### src/rtl/booth_radix4_multiplier_if.sv
// Operand/handshake bundle for booth_radix4_multiplier.
// The abort signal exists only when BOOTH_ABORT_EN is defined.
interface booth_radix4_multiplier_if #(
  parameter int unsigned WIDTH = 16
);
  logic                   start;
  logic                   signed_mode;
  logic [WIDTH-1:0]       multiplicand;
  logic [WIDTH-1:0]       multiplier;
  logic                   busy;
  logic                   done;
  logic [2*WIDTH-1:0]     result;
`ifdef BOOTH_ABORT_EN
  logic                   abort;
`endif

  modport master (
`ifdef BOOTH_ABORT_EN
    output abort,
`endif
    output start,
    output signed_mode,
    output multiplicand,
    output multiplier,
    input  busy,
    input  done,
    input  result
  );

  modport slave (
`ifdef BOOTH_ABORT_EN
    input  abort,
`endif
    input  start,
    input  signed_mode,
    input  multiplicand,
    input  multiplier,
    output busy,
    output done,
    output result
  );
endinterface

### src/rtl/booth_radix4_multiplier.sv
// Sequential radix-4 Booth multiplier, two multiplier bits retired per cycle.
// Optional BOOTH_ABORT_EN adds an abort input that cancels a running operation.
module booth_radix4_multiplier #(
  parameter int unsigned WIDTH = 16,
  parameter int unsigned CNT_W = $clog2(WIDTH / 2 + 2)
) (
  input logic                      clk,
  input logic                      rst_n,
  booth_radix4_multiplier_if.slave bus
);
  localparam int unsigned E  = WIDTH + 2;
  localparam int unsigned AW = E + 2;

  typedef enum logic [1:0] {StIdle, StCalc, StDone} state_e;

  state_e               state_q, state_d;
  logic signed [AW-1:0] a_q, a_d;
  logic [E-1:0]         q_q, q_d;
  logic [E-1:0]         m_q, m_d;
  logic                 q_m1_q, q_m1_d;
  logic [CNT_W-1:0]     cnt_q, cnt_d;
  logic [2*WIDTH-1:0]   result_q, result_d;

  logic signed [AW-1:0] m_ext, pp, a_sum;
  logic [E-1:0]         ext_m, ext_q;
  logic                 accept;

  assign accept = bus.start && (state_q == StIdle || state_q == StDone);
  assign ext_m  = bus.signed_mode ? {{2{bus.multiplicand[WIDTH-1]}}, bus.multiplicand}
                                  : {2'b00, bus.multiplicand};
  assign ext_q  = bus.signed_mode ? {{2{bus.multiplier[WIDTH-1]}}, bus.multiplier}
                                  : {2'b00, bus.multiplier};

  // Two guard bits on A keep +/-2M representable for any E-bit M.
  assign m_ext = {{2{m_q[E-1]}}, m_q};

  always_comb begin
    pp = '0;
    case ({q_q[1:0], q_m1_q})
      3'b001, 3'b010: pp = m_ext;
      3'b011:         pp = m_ext <<< 1;
      3'b100:         pp = -(m_ext <<< 1);
      3'b101, 3'b110: pp = -m_ext;
      default:        pp = '0;
    endcase
  end

  assign a_sum = a_q + pp;

  always_comb begin
    state_d  = state_q;
    a_d      = a_q;
    q_d      = q_q;
    m_d      = m_q;
    q_m1_d   = q_m1_q;
    cnt_d    = cnt_q;
    result_d = result_q;
    if (accept) begin
      state_d = StCalc;
      a_d     = '0;
      q_d     = ext_q;
      q_m1_d  = 1'b0;
      m_d     = ext_m;
      cnt_d   = CNT_W'(E / 2);
    end else begin
      case (state_q)
        StCalc: begin
`ifdef BOOTH_ABORT_EN
          if (bus.abort) begin
            state_d = StIdle;
          end else
`endif
          begin
            // Arithmetic shift of {A,Q,q_m1} right by two after the add.
            a_d    = {{2{a_sum[AW-1]}}, a_sum[AW-1:2]};
            q_d    = {a_sum[1:0], q_q[E-1:2]};
            q_m1_d = q_q[1];
            cnt_d  = cnt_q - 1'b1;
            if (cnt_q == CNT_W'(1)) begin
              state_d  = StDone;
              result_d = {a_d[WIDTH-3:0], q_d};
            end
          end
        end
        StDone:  state_d = StIdle;
        default: state_d = StIdle;
      endcase
    end
  end

  always_ff @(posedge clk or negedge rst_n) begin
    if (!rst_n) begin
      state_q  <= StIdle;
      a_q      <= '0;
      q_q      <= '0;
      m_q      <= '0;
      q_m1_q   <= 1'b0;
      cnt_q    <= '0;
      result_q <= '0;
    end else begin
      state_q  <= state_d;
      a_q      <= a_d;
      q_q      <= q_d;
      m_q      <= m_d;
      q_m1_q   <= q_m1_d;
      cnt_q    <= cnt_d;
      result_q <= result_d;
    end
  end

  assign bus.busy   = (state_q == StCalc);
  assign bus.done   = (state_q == StDone);
  assign bus.result = result_q;
endmodule

### src/flat_wrapper.sv
// flat-port wrapper written by rule: the top's interface ports become plain ports
module booth_radix4_multiplier_flat 
#(
  parameter int unsigned WIDTH = 16,
  parameter int unsigned CNT_W = $clog2(WIDTH / 2 + 2)
)
  (clk, rst_n, bus_start, bus_signed_mode, bus_multiplicand, bus_multiplier, bus_busy, bus_done, bus_result);
  booth_radix4_multiplier_if #(.WIDTH(WIDTH)) bus_i ();
  input logic clk;
  input logic rst_n;
  input wire logic [$bits(bus_i.start)-1:0] bus_start;
  input wire logic [$bits(bus_i.signed_mode)-1:0] bus_signed_mode;
  input wire logic [$bits(bus_i.multiplicand)-1:0] bus_multiplicand;
  input wire logic [$bits(bus_i.multiplier)-1:0] bus_multiplier;
  output wire logic [$bits(bus_i.busy)-1:0] bus_busy;
  output wire logic [$bits(bus_i.done)-1:0] bus_done;
  output wire logic [$bits(bus_i.result)-1:0] bus_result;
  assign bus_i.start = bus_start;
  assign bus_i.signed_mode = bus_signed_mode;
  assign bus_i.multiplicand = bus_multiplicand;
  assign bus_i.multiplier = bus_multiplier;
  assign bus_busy = bus_i.busy;
  assign bus_done = bus_i.done;
  assign bus_result = bus_i.result;
  booth_radix4_multiplier #(.WIDTH(WIDTH), .CNT_W(CNT_W)) u_core (.clk(clk), .rst_n(rst_n), .bus(bus_i));
endmodule
### config.mk
export PLATFORM = sky130hd
export DESIGN_NAME = booth_radix4_multiplier_flat
export DESIGN_NICKNAME = d
export VERILOG_FILES = /design/src/rtl/booth_radix4_multiplier_if.sv /design/src/rtl/booth_radix4_multiplier.sv /design/src/flat_wrapper.sv
export SDC_FILE = /design/constraint.sdc
export NUM_CORES = 1
export LEC_CHECK = 0
export CAP_MARGIN = 5
export CELL_PAD_IN_SITES_DETAIL_PLACEMENT = 1
export CELL_PAD_IN_SITES_GLOBAL_PLACEMENT = 1
export CORE_MARGIN = 1
export CORE_UTILIZATION = 35
export DETAILED_ROUTE_END_ITERATION = 8
export GPL_TIMING_DRIVEN = 0
export PLACE_DENSITY = 0.82
export SLEW_MARGIN = 20
export SYNTH_ARGS = -nofsm -noshare
export SYNTH_HDL_FRONTEND = slang
export SYNTH_SLANG_ARGS = --single-unit
### constraint.sdc
create_clock -name clk -period 3.95 [get_ports clk]
set_clock_uncertainty 0.15 [all_clocks]
set_input_delay 0.5925 -clock clk [delete_from_list [all_inputs] [get_ports clk]]
set_output_delay 0.5925 -clock clk [all_outputs]
set_load 0.01 [all_outputs]
==> results.json <==
{
  "critPathLaunchType": "flop",
  "end_kind": "flop",
  "worst-endpoint-arrival_ps": 3970,
  "vias_per_cell": 5.42,
  "fin_ws_ps": 74.6,
  "via_count": 5114,
  "drt_iter0_markers": 304,
  "setup_violations": 0,
  "synth_edf_count": 0,
  "synthSimpleGateAreaFrac_pct": 20.9,
  "hold_class": "input port to asynchronous set/reset pin",
  "dpl.cell_count": 912,
  "rr_startpoint": "u_core.m_q[2]",
  "drt-total-wl_mm": 17.7,
  "post_synth_inst_count": 631,
  "drc_errors": 0,
  "fin_crit_ps": 3880,
  "grt_pass1_vias": 5447,
  "synth_cell_types": 66,
  "holdWs_ps": -5.19,
  "drive_above_1_share_pct": 15.6,
  "hold_viol_final": 2,
  "path_clk_slew_ps": 70,
  "synth.avg_cell_area_um2": 8.73,
  "synthFlopType": "dfrtp_1",
  "slew_violations": 0,
  "antenna_found_initial": 0,
  "wl_per_cell_um": 18.7,
  "ys_seq_elements": 92,
  "ant_nets": 0,
  "critical_path_class": "flop to flop",
  "start_util_pct": 36.1,
  "syn_to_final_growth_pct": 31.2,
  "tightest_slew_ps": 715,
  "pre_cts_slack_ps": -625,
  "cp_max_fo": 6,
  "layout.nets": 787,
  "ctsHoldBuffers": 0,
  "grt_max_degree": 51,
  "cts_max_level": 3,
  "core.rowCount": 45,
  "n_antenna_cell": 0,
  "io_pins": 70,
  "synthMuxAreaShare_pct": 3.73,
  "status": "complete, but fails checks",
  "fin_crit_sh_pct": 98.1,
  "clk_latency_ps": 360,
  "synthAdderAreaFrac_pct": 5.36,
  "grt_use_total_pct": 22.8,
  "core_area_um2": 15300,
  "clock-sinks": 92,
  "synth_warnings": 0,
  "cts_buffers": 9,
  "syn-num-nets": 690,
  "die_area_um2": 16200,
  "place_congestion": 0.866,
  "overflow": 0,
  "synthArstFlopShare_pct": 100,
  "rsz0062_at_grt": "true",
  "violations": "hold timing",
  "synth_top_family_by_area": "simple AND/OR/NAND/NOR gates",
  "startpoint": "u_core.m_q[2]",
  "final_common_cell": "nand2_1",
  "drv_cap": 0,
  "synth_xor_area_share_pct": 5.25,
  "clockRootBuffer": "clkbuf_16",
  "port_buffers": 69,
  "synth_compound_area_share_pct": 18.8,
  "yosysSeqAreaShare_pct": 41.8,
  "clk_path_buf_depth": 2,
  "hpwl_mm": 12.7,
  "final_cell_mix": "nand2_1 (173), dfrtp_1 (92), clkdlybuf4s50_1 (68)",
  "cts_tree": "done",
  "fmax_ghz": 0.258,
  "die_x_um": 127,
  "finalNonFillerCells": 944,
  "grt_pass1_wl_mm": 28.6,
  "die-height_um": 127,
  "synth_area_um2": 5510,
  "drt_first_pass_iters": 4,
  "slew_headroom_pct": 52.4,
  "critical_path_required_ps": 4040
}
[routing by layer]
| metal | vias up | part of all wire, % | track usage (%) |
|---|---|---|---|
| met5 | - | 0 | 0 |
| met2 | 114 | 50 | 38.9 |
| met3 | 31 | 4.3 | 3.64 |
| li1 | 2397 | - | - |
| met1 | 2572 | 43 | 28.5 |
| met4 | 0 | 2.5 | 9.45 |
[final cells by class]
class | instances | area (um^2)
Tap cell | 211 | 264
Multi-Input combinational cell | 485 | 3290
Timing Repair Buffer | 88 | 855
Clock buffer | 9 | 225
Sequential cell | 92 | 2300
Clock inverter | 7 | 55.1
Fill cell | 1778 | 8030
Inverter | 14 | 52.6
Buffer | 38 | 185
[registers in the layout (all words and copies together) (netlist names)]
name and count:
u_core.a_q 18, u_core.bus.result 32, u_core.cnt_q 4, u_core.m_q 17, u_core.q_m1_q 1, u_core.q_q 18, u_core.state_q 2
[cells in the mapped netlist (6+ instances only)]
library cell | number | area, um^2
nand4_1 | 6 | 37.5
mux2i_1 | 7 | 70.1
a21o_1 | 7 | 52.6
dfrtp_1 | 92 | 2300
nor2b_1 | 8 | 50.1
nor2_1 | 29 | 109
mux2_2 | 12 | 135
a22oi_1 | 22 | 165
nand2_1 | 175 | 657
xor2_1 | 10 | 87.6
a221oi_1 | 12 | 105
o21ai_0 | 24 | 120
clkbuf_1 | 25 | 93.8
ha_1 | 22 | 275
a22o_1 | 14 | 123
inv_1 | 11 | 41.3
nand3_1 | 11 | 55.1
xnor2_1 | 23 | 201
nor3_1 | 7 | 35.0
buf_2 | 8 | 40.0
a21oi_1 | 28 | 140
[kinds of logic after synthesis]
kind of cell / Yosys count
mux: 19
fa+ha+maj: 23
compound gates: 148
simple gates: 262
buf+inv: 54
xor+xnor: 33
flops: 92
[through the flow]
| step | utilization [%] | area, um^2 | TNS (ps) |
|---|---|---|---|
| after floorplan | - | 5510 | 0 |
| after global placement | 42.4 | 6460 | -121990 |
| after detailed placement | 42.5 | 6490 | -5860 |
| after CTS | 45.4 | 6920 | 0 |
| after global routing | 47.4 | 7230 | -253 |
| final | 47.4 | 7230 | 0 |
[repair_timing]
item / 4_1_cts / 5_1_grt
setup buffers: 8 / 10
pin swaps: 6 / 18
endpoints found under the setup margin: 17 / 18
resized for setup: 22 / 49
hold endpoints to repair: 0 / 0
[final timing paths]
| check | slack (ps) | cells past startpoint | endpoint |
|---|---|---|---|
| setup / recovery | 70 | 18 | u_core.bus.result[31] |
| hold / removal | -5 | 1 | u_core.bus.result[11] |
| setup reg to reg | 70 | 18 | u_core.bus.result[31] |
| hold reg to reg | 340 | 2 | u_core.bus.result[10] |
| max in group asynchronous | 3070 | 2 | u_core.a_q[14] |
| min in group clk | 340 | 2 | u_core.bus.result[10] |
[critical path, cell delays in order, from the launching register on]
cell,delay [ps]
dfrtp_1,380
buf_6,130
nor4_4,280
buf_4,160
nand2_2,50
buf_4,150
buf_4,130
nand2_1,110
xnor2_2,160
a221oi_2,110
nor2_2,240
ha_4,260
a21oi_1,150
nor3b_1,70
o31a_1,350
or3_4,380
a21oi_4,150
xnor2_2,90
mux2_4,260
Power is left out: the tool's default activity adds up to more than one toggle a clock period on the data nets, which glitch-free logic cannot reach.
==> RTL edit (same flow settings) <==
`WIDTH` is set to 16 in 3 places; all go to 8.
--- a/src/rtl/booth_radix4_multiplier_if.sv
+++ b/src/rtl/booth_radix4_multiplier_if.sv
@@ -3,3 +3,3 @@
 interface booth_radix4_multiplier_if #(
-  parameter int unsigned WIDTH = 16
+  parameter int unsigned WIDTH = 8
 );
--- a/src/rtl/booth_radix4_multiplier.sv
+++ b/src/rtl/booth_radix4_multiplier.sv
@@ -3,3 +3,3 @@
 module booth_radix4_multiplier #(
-  parameter int unsigned WIDTH = 16,
+  parameter int unsigned WIDTH = 8,
   parameter int unsigned CNT_W = $clog2(WIDTH / 2 + 2)
--- a/src/flat_wrapper.sv
+++ b/src/flat_wrapper.sv
@@ -3,3 +3,3 @@
 #(
-  parameter int unsigned WIDTH = 16,
+  parameter int unsigned WIDTH = 8,
   parameter int unsigned CNT_W = $clog2(WIDTH / 2 + 2)
Interface: changed (resized bus_multiplicand, bus_multiplier and bus_result); port bits go from 70 to 38. No check against the original RTL was run, so the function may have changed too.
==> RTL edit against the original RTL <==
Sequential cell count is 41 lower; routed wire length is 54% lower; synthesized area shrank 45%; synthesized cell count shrank 48%; cell area down 50%; maximum frequency is 3.6% higher; setup slack gained 0.13 ns; die area is 45% lower; critical path type unchanged.
Power is left out: the tool's default activity adds up to more than one toggle a clock period on the data nets, which glitch-free logic cannot reach.
==> RTL edit: results (changes against the original RTL) <==
[worst_setup_path]
critPathTopFamily = compound AO/OA/AOI/OAI gates
reg2reg_depth = 16  ; -2
cp_max_fo = 5  ; -1
worstReg2RegStart = u_core.m_q[1]
r2r-end = u_core.a_q[8]
max_stage_delay_ns = 0.43  ; +0.05 ns
crit_arrival_ns = 3.76  ; -0.21 ns
cp_slowest_cell = or3b_4

[layout]
drive_gt1_share_pct = 10.7  ; -4.9 points
largest_register_ffs = 16  ; -50%
fillers = 969  ; -46%
instances_no_fill = 479  ; -49%
nets = 408  ; -48%
fin_area_um2 = 3650  ; -50%

[routing]
viasPerCell = 5.51  ; +1.7%
wl_met1_mm = 3.66  ; -52%
drcViolationCount = 0  ; unchanged
wl_met2_mm = 4.07  ; -54%
top_layer_used = met4
met3_length_um = 272  ; -64%
dr.pass1.iters = 5  ; +1
drtIter0Drc = 116  ; -62%
wire_per_inst_um = 17.0  ; -9.4%

[clock_tree]
cts.clk_slew.worst_paths_ns = 0.09  ; +0.02 ns
cts_htree_levels = 2  ; -1
post_cts_buffers = 0  ; -8
cts_made_buffers = 5  ; -4
cts-root-buf = clkbuf_8
cts_resized = 3  ; -86%
clkLatencyLatePin_ns = 0.30  ; -0.06 ns

[logic_synthesis]
synth_commonest_cells = 55 x nand2_1, 51 x dfrtp_1, 23 x o21ai_0
ys_warn_count = 0  ; unchanged
seq_area_frac_synth_pct = 42.4  ; +0.56 points
synth_nets = 360  ; -48%
synth_cell_types = 48  ; -27%
synth_cells = 325  ; -48%
synthTopCellsByArea = dfrtp_1 42%, nand2_1 6.9%, ha_1 5.8%

[global_route]
antenna_found_initial = 0  ; unchanged
grt_use_met1_pct = 24.7  ; -3.8 points
grt_max_degree = 52  ; +2.0%
grt_pass1_vias = 2711  ; -50%
grt.met2_usage_pct = 34.0  ; -4.9 points
grt_usage_pct = 19.3  ; -3.5 points
use_met3_pct = 2.17  ; -1.5 points
grt_pass1_wl_mm = 13.4  ; -53%

[timing]
relSlewSlack_pct = 56.1  ; +3.7 points
final.setup.tns_ns = 0  ; unchanged
fin_crit_sh_pct = 94.7  ; -3.4 points
hold_slack_ns = 0.158  ; +0.163 ns

[place]
placed_area_um2 = 3510  ; -46%
place_congestion = 0.837  ; -3.4%
dp_slack_ns = -0.152  ; +0.473 ns
portBuffers = 37  ; -46%
placedCellCount = 467  ; -49%
dp_hpwl_mm = 6.11  ; -52%

[worst_hold_path]
hp-class = in2async

[status]
status = completed

-- RTL edit: worst max-delay path by stage --
stage | startpoint | endpoint
floorplan | u_core.m_q[1] | u_core.a_q[8]
global placement | u_core.m_q[0] | u_core.a_q[10]
detailed placement | u_core.m_q[0] | u_core.a_q[10]
CTS | u_core.m_q[0] | u_core.a_q[8]
global route | u_core.m_q[1] | u_core.a_q[8]
finish | u_core.m_q[1] | u_core.a_q[8]
-- RTL edit: cell families after synthesis --
logic type / share of synthesized area (%)
XOR/XNOR: 5.52
AND/OR/NAND/NOR: 15.4
flip-flops: 42.4
adder cells (fa/ha/maj): 6.48
multiplexers: 6.27
buffers and inverters: 4.07
AO/OA/AOI/OAI: 19.9
-- RTL edit: final cells by class --
type | instances | area share (%)
Sequential cell | 51 | 35.0
Clock inverter | 1 | 0.137
Tap cell | 105 | 3.60
Clock buffer | 7 | 2.09
Inverter | 10 | 1.03
Timing Repair Buffer | 41 | 10.9
Buffer | 19 | 2.33
Multi-Input combinational cell | 245 | 44.9
